### config.mk
export PLATFORM = sky130hd
export DESIGN_NAME = rob_writeback_buffer
export DESIGN_NICKNAME = d
export VERILOG_FILES = /design/src/rtl/rob_writeback_buffer.sv
export SDC_FILE = /design/constraint.sdc
export NUM_CORES = 1
export LEC_CHECK = 0
export CORE_MARGIN = 8
export CORE_UTILIZATION = 54
export CTS_BUF_LIST = sky130_fd_sc_hd__clkbuf_2 sky130_fd_sc_hd__clkbuf_4 sky130_fd_sc_hd__clkbuf_8
export CTS_CLUSTER_DIAMETER = 30
export CTS_CLUSTER_SIZE = 40
export DETAILED_ROUTE_END_ITERATION = 10
export GPL_ROUTABILITY_DRIVEN = 0
export PLACE_DENSITY_LB_ADDON = 0.1
export SLEW_MARGIN = 20
export SYNTH_ARGS = -nofsm -noshare
export SYNTH_HDL_FRONTEND = slang
export SYNTH_SLANG_ARGS = --single-unit
### constraint.sdc
create_clock -name clk -period 4.8 [get_ports clk]
set_input_delay 1.2 -clock clk [delete_from_list [all_inputs] [get_ports clk]]
set_output_delay 1.2 -clock clk [all_outputs]
set_load 0.01 [all_outputs]
### src/rtl/rob_writeback_buffer.sv
// Reorder buffer core: in-order allocation at tail, CDB result capture,
// in-order commit from head and combinational operand read-out.
module rob_writeback_buffer #(
  parameter int DEPTH  = 8,
  parameter int DATA_W = 32,
  parameter int REG_AW = 5,
  localparam int TW    = $clog2(DEPTH)
) (
  input  logic              clk,
  input  logic              rst,
  input  logic              flush,
  input  logic              alloc_valid,
  output logic              alloc_ready,
  input  logic [DATA_W-1:0] alloc_instr,
  input  logic [REG_AW-1:0] alloc_dest,
  output logic [TW-1:0]     alloc_tag,
  input  logic              cdb_valid,
  input  logic [TW-1:0]     cdb_tag,
  input  logic [DATA_W-1:0] cdb_value,
  output logic              commit_valid,
  input  logic              commit_ready,
  output logic [TW-1:0]     commit_tag,
  output logic [REG_AW-1:0] commit_dest,
  output logic [DATA_W-1:0] commit_value,
  output logic [DATA_W-1:0] commit_instr,
  input  logic [TW-1:0]     rd_tag,
  output logic              rd_ready,
  output logic [DATA_W-1:0] rd_value,
  output logic [TW:0]       count,
  output logic              full,
  output logic              empty
);

  logic [DEPTH-1:0]  busy;
  logic [DEPTH-1:0]  vld;
  logic [REG_AW-1:0] dest_q  [DEPTH];
  logic [DATA_W-1:0] value_q [DEPTH];
  logic [DATA_W-1:0] instr_q [DEPTH];

  logic [TW-1:0] head;
  logic [TW-1:0] tail;

  logic alloc_fire;
  logic commit_fire;
  logic cdb_wr;
  logic rd_byp;

  assign full        = (count == (TW+1)'(DEPTH));
  assign empty       = (count == '0);
  assign alloc_ready = ~full;
  assign alloc_tag   = tail;
  assign alloc_fire  = alloc_valid & alloc_ready;

  assign commit_valid = busy[head] & vld[head];
  assign commit_fire  = commit_valid & commit_ready;
  assign commit_tag   = head;
  assign commit_dest  = dest_q[head];
  assign commit_value = value_q[head];
  assign commit_instr = instr_q[head];

  // Allocation owns the tail entry this cycle, so a racing CDB write loses.
  assign cdb_wr = cdb_valid & busy[cdb_tag]
                & ~(alloc_fire & (cdb_tag == tail));

  assign rd_byp   = cdb_valid & (cdb_tag == rd_tag) & busy[rd_tag];
  assign rd_ready = rd_byp | (busy[rd_tag] & vld[rd_tag]);
  assign rd_value = rd_byp ? cdb_value : value_q[rd_tag];

  always_ff @(posedge clk or posedge rst) begin
    if (rst) begin
      busy  <= '0;
      vld   <= '0;
      head  <= '0;
      tail  <= '0;
      count <= '0;
    end else if (flush) begin
      busy  <= '0;
      vld   <= '0;
      head  <= '0;
      tail  <= '0;
      count <= '0;
    end else begin
      if (alloc_fire) begin
        busy[tail] <= 1'b1;
        vld[tail]  <= 1'b0;
        tail       <= tail + TW'(1);
      end
      if (cdb_wr)
        vld[cdb_tag] <= 1'b1;
      // Commit clears last so a same-cycle CDB hit on head cannot revive it.
      if (commit_fire) begin
        busy[head] <= 1'b0;
        vld[head]  <= 1'b0;
        head       <= head + TW'(1);
      end
      case ({alloc_fire, commit_fire})
        2'b10:   count <= count + (TW+1)'(1);
        2'b01:   count <= count - (TW+1)'(1);
        default: count <= count;
      endcase
    end
  end

  always_ff @(posedge clk) begin
    if (alloc_fire) begin
      dest_q[tail]  <= alloc_dest;
      instr_q[tail] <= alloc_instr;
    end
    if (cdb_wr)
      value_q[cdb_tag] <= cdb_value;
  end

endmodule
==> results.ini <==
[die]
dieArea_sq_mm=0.05060
die_height_um=224.9
pin_count=197
fp.dieW_um=224.9
std_cell_rows=76
core-area_sq_mm=0.04308
start_util_pct=54.73

[routing]
num_vias=14470
routed_wl_um=61090
vias_per_cell=6.296
wl_per_cell_um=26.58
first_pass_iters=6
drcViolationCount=0
antenna_left=0
drtIter0Drc=1510

[outcome]
status=finished clean

[critical_path]
cp_cell_sequence=buf_4, mux4_2, mux2i_1, nor2_4, buf_12, o21ai_0, clkdlybuf4s50_1
critPathBufInv=3
startpoint_type=primary input
crit_required_ns=3.60
crit_type=primary input to output pin
crit_family=buffers and inverters
cp.arrival_ns=3.44
critPathMaxStageDelay_ns=0.63
cp_max_fo=6
cp-end-kind=output pin
slowest_stage=clkdlybuf4s50_1

[timing]
fin_worst_skew_ns=0.04615
finalSetupViolCount=0
hold_viol_final=0
finalCriticalPeriod_ns=4.639
fin_ws_ns=0.1605
report.final.slew_viol_count=0
slew_headroom_pct=32.74
rsz0062_at_grt=no
finalCritPeriodShare_pct=96.66
hold_slack_ns=0.5759
max_freq_mhz=215.5
fin_tns_setup_ns=0
worst_slew_pin_slew_ns=1.006

[cts]
htree_levels=3
clk_pin_slew_ns=0.06
cts.sinks=578
cts_buffer_depth=3
cts_resized=0
cts_buffers=108
clk-insertion-delay-late_ns=0.71
holdBufCountCts=0
post_cts_buffers=0
cts_tree=done
root_buffer=clkbuf_8

[place]
numPortBuffers=196
pre_cts_ws_ns=0.02764
hpwl_um=33100
place_area_sq_mm=0.02660

[logic_synthesis]
ys_top_cells_by_area=edfxtp_1 70%, a22oi_1 8.3%, mux4_2 6.9%
netlist-cell-type-count=58
yosysWarnings=0
yosys.area.top_type=edfxtp_1
synth_seq_cells=578
syn_avg_cell_area_sq_um=17.32
synth_area_sq_mm=0.02357
ys.flop_type=edfxtp_1
netlist.area_leader.share_pct=70.31
syn-num-nets=1446
synthArstFlopShare_pct=4.498
ys_seq_area_share_pct=73.07
synth_edf_count=552
netlist_instances=1361

[cells_and_area]
drive_gt1_share_pct=20.88
fin_nets=1702
synthToLayoutAreaGrowth_pct=23.22
final_area_sq_mm=0.02905
nFillCells=2903

[global_route]
grt_pass1_wl_um=91690
grt_pass1_vias=15010
grt_max_degree=72
grt.overflow.total=0
grtUsageTotal_pct=24.15
antenna_found_initial=4

[pwr]
power_mw=11.38
leakage_nw=9.260
p_per_area_mw_per_mm2=391.6
vdd_drop_max_mv=0.4811

[flow_run]
maxCapViolations=0

[worst_hold_path]
min_path_type=flip-flop to flip-flop

[sequential cells by signal (all words and copies together), names as in the netlist]
| name | cells |
|---|---|
| alloc_tag | 3 |
| busy | 8 |
| commit_tag | 3 |
| count | 4 |
| dest_q | 40 |
| instr_q | 256 |
| value_q | 256 |
| vld | 8 |
[cell usage in the layout (no fill, tap or decap), drive strengths merged, types with 6 or more instances in the layout]
cell type      synthesis  final
mux4                  72     72
a22oi                260    260
mux2                   7      7
nor3                   8      8
a21oi                 13     13
inv                   12     28
o21a                  13     13
clkinv                 0     42
dfrtp                 26     26
a211oi                 6      6
clkbuf                72    117
buf                   30     55
clkinvlp               0     16
nand2                 44     44
edfxtp               552    552
o21ai                 37     37
mux2i                 41     41
bufinv                 0     12
nor2                  26     26
nand4                 68     68
clkdlybuf4s50          0    192
xnor2                  9      9
[final cells by class]
| cell class | count | area [sq um] | area share, % |
|---|---|---|---|
| Sequential cell | 578 | 17230 | 59.30 |
| Multi-Input combinational cell | 669 | 6015 | 20.71 |
| Timing Repair Buffer | 248 | 2580 | 8.882 |
| Clock buffer | 117 | 1560 | 5.371 |
| Clock inverter | 86 | 874.6 | 3.011 |
| Tap cell | 585 | 732.0 | 2.520 |
| Inverter | 12 | 52.55 | 0.1809 |
| Antenna cell | 3 | 7.507 | 0.02584 |
[report_power, final]
| group | total [mW] | leakage (nW) | switching [mW] | internal [mW] |
|---|---|---|---|---|
| sequential | 5.63 | 5.35 | 0.0305 | 5.60 |
| clock | 5.18 | 1.21 | 2.24 | 2.94 |
| combinational | 0.565 | 2.70 | 0.298 | 0.266 |
| total | 11.4 | 9.26 | 2.57 | 8.81 |
[cells in the mapped netlist, types with 3 or more instances]
cell type  count
buf_1         10
nor3b_1        3
buf_6          5
a221oi_1       3
nor4_1         3
o21ai_0       37
a31oi_1        3
buf_2         15
mux4_2        72
or3_1          3
nor3_1         6
nor2b_1        3
edfxtp_1     552
dfrtp_1       26
nand3_1        5
a21oi_1       12
clkbuf_1      72
nand4_1       68
inv_1         11
o21a_1        13
nand2_1       43
mux2_2         5
a211oi_1       5
mux2i_1       41
a222oi_1       3
a22o_1         5
ha_1           4
nand2b_1       5
a22oi_1      260
nor2_1        26
xnor2_1        9
[path summary, 6_finish.rpt]
path | from | end | slack (ns) | cells past startpoint
min in group asynchronous | rst | count[3] | 0.92 | 2
setup / recovery | rd_tag[0] | rd_value[9] | 0.16 | 7
hold / removal | busy[5] | busy[5] | 0.58 | 1
hold reg to reg | busy[5] | busy[5] | 0.58 | 1
max in group asynchronous | rst | alloc_tag[0] | 3.49 | 2
setup reg to reg | commit_tag[0] | count[3] | 1.51 | 10
[per-layer routing]
layer  vias to the layer above  GRT usage (%)  share of wire (%)  routed length (um)
met1                      7341          30.83                 40               24160
met5                         -              0              0.044                  27
met4                         4          9.707                3.1                1880
met3                       145          5.960                8.3                5068
li1                       6295              -                  -                   -
met2                       683          39.57                 49               29950
[through the flow]
step / instances / utilization, %
6_report: 2298 / 67.43
5_1_grt: 2296 / 67.42
4_1_cts: 2295 / 67.41
3_5_place_dp: 2092 / 61.76
3_3_place_gp: 2092 / 61.76
2_1_floorplan: 1361 / -
[kinds of logic (layout without fill, tap and decap cells)]
logic type | after synthesis | after routing | synth area share (%)
flops | 578 | 578 | 73.07
simple gates | 174 | 174 | 3.928
buf+inv | 114 | 463 | 2.086
other cells | 0 | 3 | 0
xor+xnor | 10 | 10 | 0.3716
mux | 120 | 120 | 8.970
fa+ha+maj | 4 | 4 | 0.2123
compound gates | 361 | 361 | 11.36
[worst register-to-register path: cells and delay by family (launching register included)]
family	cells	cell delay (ns)
buffers and inverters	2	0.38
AOI/OAI and AO/OA	3	0.38
DFF	1	0.74
adders and majority gates	1	0.34
muxes	3	1.23
and+or+nand+nor	1	0.10
Power figures use the tool's default switching activity.
